--- src/rtl/plru_array.sv ---
// Per-set tree pseudo-LRU state for an N-way set-associative cache.
// Combinational victim lookup, touch update with optional bypass, and a sequenced clear sweep.
module plru_array #(
    parameter int unsigned s_index = 3,
    parameter int unsigned s_way   = 2,
    parameter bit          BYPASS  = 1'b1
) (
    input  logic                      clk,
    input  logic                      rst,
    input  logic [s_index-1:0]        rindex,
    output logic [s_way-1:0]          victim,
    output logic [(2**s_way)-2:0]     plru_out,
    input  logic                      touch,
    input  logic [s_index-1:0]        windex,
    input  logic [s_way-1:0]          tway,
    input  logic                      clear_req,
    output logic                      busy
);

    localparam int unsigned NumSets = 2 ** s_index;
    localparam int unsigned Ways    = 2 ** s_way;
    localparam int unsigned TreeW   = Ways - 1;

    typedef enum logic [0:0] {StIdle, StClear} state_e;

    state_e               state_q, state_d;
    logic [s_index-1:0]   cnt_q, cnt_d;
    logic [TreeW-1:0]     mem_q [NumSets];

    logic                 touch_en;
    logic [TreeW-1:0]     wr_tree;
    logic [TreeW-1:0]     rd_tree;

    // Mark every node on the path to w as pointing away from w.
    function automatic logic [TreeW-1:0] tree_touch(input logic [TreeW-1:0] t,
                                                    input logic [s_way-1:0] w);
        logic [TreeW-1:0] r;
        int               node;
        logic             dir;
        r    = t;
        node = 0;
        for (int l = 0; l < int'(s_way); l++) begin
            dir = w[int'(s_way) - 1 - l];
            for (int n = 0; n < int'(TreeW); n++) begin
                if (node == n) r[n] = ~dir;
            end
            node = 2 * node + 1 + int'(dir);
        end
        return r;
    endfunction

    // Follow the tree bits from the root; first decision lands in the victim MSB.
    function automatic logic [s_way-1:0] tree_victim(input logic [TreeW-1:0] t);
        logic [s_way-1:0] v;
        int               node;
        logic             dir;
        v    = '0;
        node = 0;
        for (int l = 0; l < int'(s_way); l++) begin
            dir = 1'b0;
            for (int n = 0; n < int'(TreeW); n++) begin
                if (node == n) dir = t[n];
            end
            v[int'(s_way) - 1 - l] = dir;
            node = 2 * node + 1 + int'(dir);
        end
        return v;
    endfunction

    assign busy     = (state_q == StClear);
    assign touch_en = touch && !busy;

    always_comb begin
        wr_tree = tree_touch(mem_q[windex], tway);
        if (BYPASS && touch_en && (windex == rindex)) begin
            rd_tree = wr_tree;
        end else begin
            rd_tree = mem_q[rindex];
        end
        plru_out = rd_tree;
        victim   = tree_victim(rd_tree);
    end

    always_comb begin
        state_d = state_q;
        cnt_d   = cnt_q;
        unique case (state_q)
            StIdle: begin
                if (clear_req) begin
                    state_d = StClear;
                    cnt_d   = '0;
                end
            end
            StClear: begin
                cnt_d = cnt_q + 1'b1;
                if (cnt_q == '1) state_d = StIdle;
            end
            default: state_d = StIdle;
        endcase
    end

    always_ff @(posedge clk) begin
        if (rst) begin
            state_q <= StIdle;
            cnt_q   <= '0;
        end else begin
            state_q <= state_d;
            cnt_q   <= cnt_d;
        end
    end

    // A touch in the same edge as clear_req (IDLE) still lands; the sweep clears it later.
    always_ff @(posedge clk) begin
        if (rst) begin
            for (int i = 0; i < int'(NumSets); i++) mem_q[i] <= '0;
        end else if (busy) begin
            mem_q[cnt_q] <= '0;
        end else if (touch_en) begin
            mem_q[windex] <= wr_tree;
        end
    end

endmodule

--- config.mk ---
export PLATFORM = sky130hd
export DESIGN_NAME = plru_array
export DESIGN_NICKNAME = d
export VERILOG_FILES = /design/src/rtl/plru_array.sv
export SDC_FILE = /design/constraint.sdc
export NUM_CORES = 1
export LEC_CHECK = 0
export ABC_AREA = 1
export BUFFER_PORTS_ARGS = -buffer_cell sky130_fd_sc_hd__buf_2
export CAP_MARGIN = 40
export CORE_MARGIN = 2
export CORE_UTILIZATION = 50
export DETAILED_ROUTE_END_ITERATION = 8
export PLACE_DENSITY = 0.76
export SYNTH_ARGS = -nofsm -noshare
export SYNTH_HDL_FRONTEND = slang
export SYNTH_SLANG_ARGS = --single-unit
--- constraint.sdc ---
create_clock -name clk -period 1.7 [get_ports clk]
set_clock_uncertainty 0.15 [all_clocks]
set_input_delay 0.34 -clock clk [delete_from_list [all_inputs] [get_ports clk]]
set_output_delay 0.34 -clock clk [all_outputs]
set_load 0.02 [all_outputs]
# [Word-level counts from Yosys, hierarchy flattened]
# Memories as Yosys holds them, arrays and structs flattened.
# Index checks and enable logic that the tools add are counted.
[op_classes] n_addsub=3 n_mul=0 n_div=0 n_lt_le_gt_ge=0 eq_ne=7 n_shift=0 mux=27 bitwise=3 n_reduce_logical=7
[ops] cell="$logic_not A32 Y1" n=2
[ops] cell="$mux W1" n=19
[ops] cell="$mux W3" n=6
[ops] cell="$pmux W3 S2" n=1
[ops] cell="$reduce_or A3 Y1" n=2
[ops] cell="$add A1 B1 Y2 const A" n=2
[ops] cell="$eq A2 B1 Y1 const B" n=2
[ops] cell="$eq A2 B2 Y1 const B" n=2
[ops] cell="$add A3 B1 Y3 const B" n=1
[ops] cell="$eq A3 B3 Y1" n=1
[ops] cell="$eq A3 B3 Y1 const B" n=1
[ops] cell="$not A1 Y1" n=3
[ops] cell="$logic_and A1 B1 Y1" n=2
[ops] cell="$ne A2 B2 Y1 const B" n=1
[ops] cell="$pmux W1 S2" n=1
[ops] cell="$logic_not A1 Y1" n=1
[word_totals] ff_bits=4 latchBits=0 mem_bits_rw=24 romBits=0 output_inout_bits=6 word_cells=50 memories=1
[memory_table] name="mem_q" depth=8 word_bits=3 read_ports=2 rd_clocked_by_memory_dff=0 write_ports=8 line_no="28" source="logic [TreeW-1:0] mem_q [NumSets];"

# [Longest topological paths before layout]
[logic_depth] depth_word=9 depth_mapped=11 mapped_depth_nobuf=11

# [Least setup slack after synthesis]
# OpenSTA, ideal clock, no wires.
[synth_timing] kind="register to output" startpoint="register state_q, in the netlist busy" endpoint="output victim[0]" arrival_ps=1438 setup_slack_ps=-228 path_stages_with_launch=11 path_buffers=0 path_cell_list="dfxtp_1 inv_2 nand2_2 nor3_1 nand2_1 inv_1 nand2_1 nand2_1 inv_1 nand2_1 nand2_1"
[synth_via] elab_chain_cells=9 elab_cells_between_ends=11 classes_between="add/sub: 1; eq/ne: 2; mux: 4; reduce/logical: 4"
[synth_lines] element="start: declaration" line_no="26" source="state_e state_q, state_d;"
[synth_lines] element="start signal: assignment" line_no="104" source="state_q <= StIdle;"
[synth_lines] element="start signal: assignment" line_no="107" source="state_q <= state_d;"
[synth_lines] element="$logic_not A1 Y1 *" line_no="71" source="assign touch_en = touch && !busy;"
[synth_lines] element="$logic_and A1 B1 Y1 *" line_no="71"
[synth_lines] element="$logic_and A1 B1 Y1 *" line_no="75" source="if (BYPASS && touch_en && (windex == rindex)) begin"
[synth_lines] element="$mux W3 *" line_no="75"
[synth_lines] element="via plru_out[0]" line_no="12" source="output logic [(2**s_way)-2:0] plru_out,"
[synth_lines] element="$add A1 B1 Y2" line_no="65" source="node = 2 * node + 1 + int'(dir);"
[synth_lines] element="$logic_not A32 Y1" line_no="62" source="if (node == n) dir = t[n];"
[synth_lines] element="$mux W1 (2 in a row)" line_no="62"
[synth_lines] element="$mux W1 *" line_no="62"
[synth_lines] element="end: declaration" line_no="11" source="output logic [s_way-1:0] victim,"
# The timed path passes the listed nets; every way through them passes the cells marked *.

# [Final worst setup path]
[layout_timing] startpoint="register state_q, in the netlist busy" endpoint="output victim[0]"
[layout_via] elab_chain_cells=9 elab_cells_between_ends=11 classes_between="add/sub: 1; eq/ne: 2; mux: 4; reduce/logical: 4"
[layout_lines] element="$logic_not A1 Y1 *" line_no="71"
[layout_lines] element="$logic_and A1 B1 Y1 *" line_no="71"
[layout_lines] element="$logic_and A1 B1 Y1 *" line_no="75"
[layout_lines] element="$mux W3 *" line_no="75"
[layout_lines] element="$add A1 B1 Y2" line_no="65"
[layout_lines] element="$logic_not A32 Y1" line_no="62"
[layout_lines] element="$mux W1 (2 in a row)" line_no="62"
[layout_lines] element="$mux W1 *" line_no="62"
# Mark *: on every way between the ends. The rest lies on a longest branch, timed or not.

==> impl_metrics.env <==
export IMPL_die_area_um2=3860
export IMPL_hpwl_um=3090
export IMPL_nets=298
export IMPL_fin_crit_sh=1.26
export IMPL_start_util=0.515
export IMPL_wl_um=5220
export IMPL_synthesis_area_um2=1690
export IMPL_rsz0062_at_grt="yes"
export IMPL_maxSlewViolCount=0
export IMPL_whs_path_depth=4
export IMPL_core_area_um2=3280
export IMPL_power_frac_comb=0.310
export IMPL_track_usage=0.236
export IMPL_antenna_found_initial=0
export IMPL_setup_viol=53
export IMPL_p_leak_nw=1.12
export IMPL_path_cells="inv_4, nand2_4, nor3_4, nand2_2, inv_2, nand2_2, nand2_4, inv_2, nand2_2, nand2_2, buf_6"
export IMPL_io_pins=18
export IMPL_ff_latch_area_um2=805
export IMPL_syn_area_per_cell_um2=7.59
export IMPL_fin_ws_ns=-0.445
export IMPL_max_stage_delay_ns=0.38
export IMPL_grt_first_pass_wirelength_um=7290
export IMPL_path_class="reg -> out"
export IMPL_clockBufferDepth=2
export IMPL_worstPathRequired_ns=1.21
export IMPL_first_iter_violations=166
export IMPL_seqPwrFrac=0.510
export IMPL_syn2layout_area_growth_pct=50.1
export IMPL_drive_gt1_frac=0.502
export IMPL_intPower_w=0.00107
export IMPL_grt_max_degree=16
export IMPL_rows=21
export IMPL_clkPwrFrac=0.180
export IMPL_drc_errors=0
export IMPL_worst_pin_slew_ns=0.425
export IMPL_preCtsSetupSlack_ns=-0.298
export IMPL_synth_fp_nets=237
export IMPL_startpoint_type="flip-flop"
export IMPL_first_global_vias=1661
export IMPL_dr_pass1_iters=4
export IMPL_synth_warnings=0
export IMPL_synth_cells=223
export IMPL_power_density_nw_per_um2=612
export IMPL_stdcell_count=329
export IMPL_cap_violations=0
export IMPL_h_tree_depth=1
export IMPL_synth_cell_type_count=25
export IMPL_dp_cells=312
export IMPL_hold_class="in -> reg"
export IMPL_overflow=0
export IMPL_cts_hold_repair_buffers=0
export IMPL_avgRoutedWirePerCell_um=15.9
export IMPL_cp_arrival_ns=1.65
export IMPL_n_antenna_cell=0
export IMPL_crit_fanout=4
export IMPL_routabilityCongestion=0.939
export IMPL_cts_root_buf="clkbuf_4"
export IMPL_switching_power_w=0.000486
export IMPL_slew_headroom=0.716
export IMPL_port_buffers=17
export IMPL_final_hold_violation_count=0
export IMPL_power_w=0.00155
export IMPL_multi_input_area_um2=1020
export IMPL_vdd_drop_max_mv=0.474
export IMPL_viasPerCell=5.22
export IMPL_clock_sinks=28
export IMPL_fp_dieH_um=62.2
export IMPL_status="complete, but fails checks"
export IMPL_cts_buffers=3
export IMPL_ys_seq_area_frac=0.473
export IMPL_vias=1717
export IMPL_endpoint_kind="output port"
export IMPL_cts_tree="done"
export IMPL_fin_util=0.773
export IMPL_die_width_um=62.2
export IMPL_fmaxAchievable_ghz=0.466
export IMPL_detail_route_antenna_nets=0
export IMPL_postPlaceCellArea_um2=2100
export IMPL_insertion_delay_ns=0.33
export IMPL_cpMaxStageDelayCell="dfxtp_4"
export IMPL_fill_cells=191
export IMPL_swShare=0.313
export IMPL_cp_common_cell="nand2_2"
export IMPL_period_needed_ns=2.14
export IMPL_violations="setup timing"
export IMPL_clk_pin_slew_worst_paths_ns=0.14
export IMPL_reg2reg_depth=10
export IMPL_ys_ff_latch=28
export IMPL_final_cell_area_um2=2540
==> path summary, 6_finish.rpt <==
path / slack (ns) / startpoint / end
max: -0.44 / busy$_SDFF_PP0_ / victim[0]
min: 0.18 / clear_req / cnt_q[1]$_SDFFE_PP0P_
max reg2reg: -0.25 / busy$_SDFF_PP0_ / mem_q[4][1]$_SDFFCE_PN0P_
min reg2reg: 0.39 / cnt_q[1]$_SDFFE_PP0P_ / cnt_q[1]$_SDFFE_PP0P_
==> per-layer routing <==
layer | vias up | GRT usage | wire, um
li1 | 843 | - | -
met1 | 804 | 0.292 | 2170
met2 | 56 | 0.429 | 2720
met3 | 14 | 0.0308 | 187
met4 | 0 | 0.0694 | 144
met5 | - | 0 | 0
==> cell families (layout without fill, tap and decap cells) <==
logic type / after synthesis / after routing / synth area share
buffers and inverters: 33 / 93 / 0.0777
DFF: 28 / 28 / 0.473
AOI/OAI and AO/OA: 25 / 25 / 0.0939
xor gates and xnor gates: 1 / 1 / 0.00518
and+or+nand+nor: 134 / 134 / 0.335
adders and majority gates: 2 / 2 / 0.0148
==> cell usage in the layout (no fill, tap or decap), types with 3 or more instances in the layout <==
| master | count |
|---|---|
| nand2_1 | 39 |
| buf_4 | 28 |
| edfxtp_1 | 24 |
| nand2_2 | 19 |
| buf_6 | 19 |
| nor2_1 | 17 |
| nor2_2 | 17 |
| inv_1 | 16 |
| nand3_1 | 15 |
| buf_2 | 12 |
| nand2_4 | 10 |
| nor2_4 | 9 |
| a21oi_1 | 8 |
| inv_2 | 8 |
| o21ai_0 | 7 |
| o211ai_1 | 5 |
| nand3_2 | 5 |
| clkbuf_4 | 3 |
| dfxtp_1 | 3 |
==> critical path: cells and delay by family, from the launching register on <==
kind / cells / cell delay (ns)
buffers and inverters: 4 / 0.32
AND/OR/NAND/NOR: 7 / 0.63
flip-flops: 1 / 0.38
==> flip-flops by register name (all words and copies together) (netlist names) <==
name / cells
cnt_q: 3
busy: 1
mem_q: 24
==> Yosys cell counts, drive strengths merged <==
library cell,count,area (um^2)
inv,26,97.6
clkbuf,1,3.75
nor3,1,5.00
a211oi,1,7.51
edfxtp,24,721
buf,4,22.5
xor2,1,8.76
dfxtp,4,80.1
o21ai,10,57.6
or2,2,15.0
ha,2,25.0
o211ai,5,37.5
clkinv,2,7.51
nand3,20,100
a21oi,9,56.3
nand2,68,270
nor2,43,176
==> metrics by stage <==
stage | hold slack (ns) | setup TNS (ns)
finish | 0.179 | -11.64
floorplan | 0.259 | 0
global route | 0.178 | -15.78
detailed placement | 0.332 | -6.49
CTS | 0.152 | -5.09
global placement | 0.321 | -5.77
==> power groups by stage <==
| stage | Clock, W | Combinational (W) | Sequential, W |
|---|---|---|---|
| floorplan | 0 | 0.000205 | 0.000801 |
| global placement | 0 | 0.000331 | 0.000804 |
| detailed placement | 0 | 0.000336 | 0.000804 |
| CTS | 0.000269 | 0.000401 | 0.000789 |
| global route | 0.000305 | 0.000512 | 0.000795 |
| finish | 0.000280 | 0.000481 | 0.000792 |
==> repair_timing <==
item	in CTS	in global routing
setup endpoints to repair	39	53
buffers inserted	5	8
pin swaps	15	18
resized for setup	51	46
endpoints found under the hold margin	0	0
cloned	0	0
==> final cells by class <==
class / instances / share of cell area
Sequential cell: 28 / 0.317
Tap cell: 46 / 0.0227
Timing Repair Buffer: 61 / 0.206
Clock inverter: 1 / 0.00148
Multi-Input combinational cell: 162 / 0.400
Clock buffer: 3 / 0.00887
Inverter: 28 / 0.0438
Note: power is estimated with default switching activity, not from simulation.
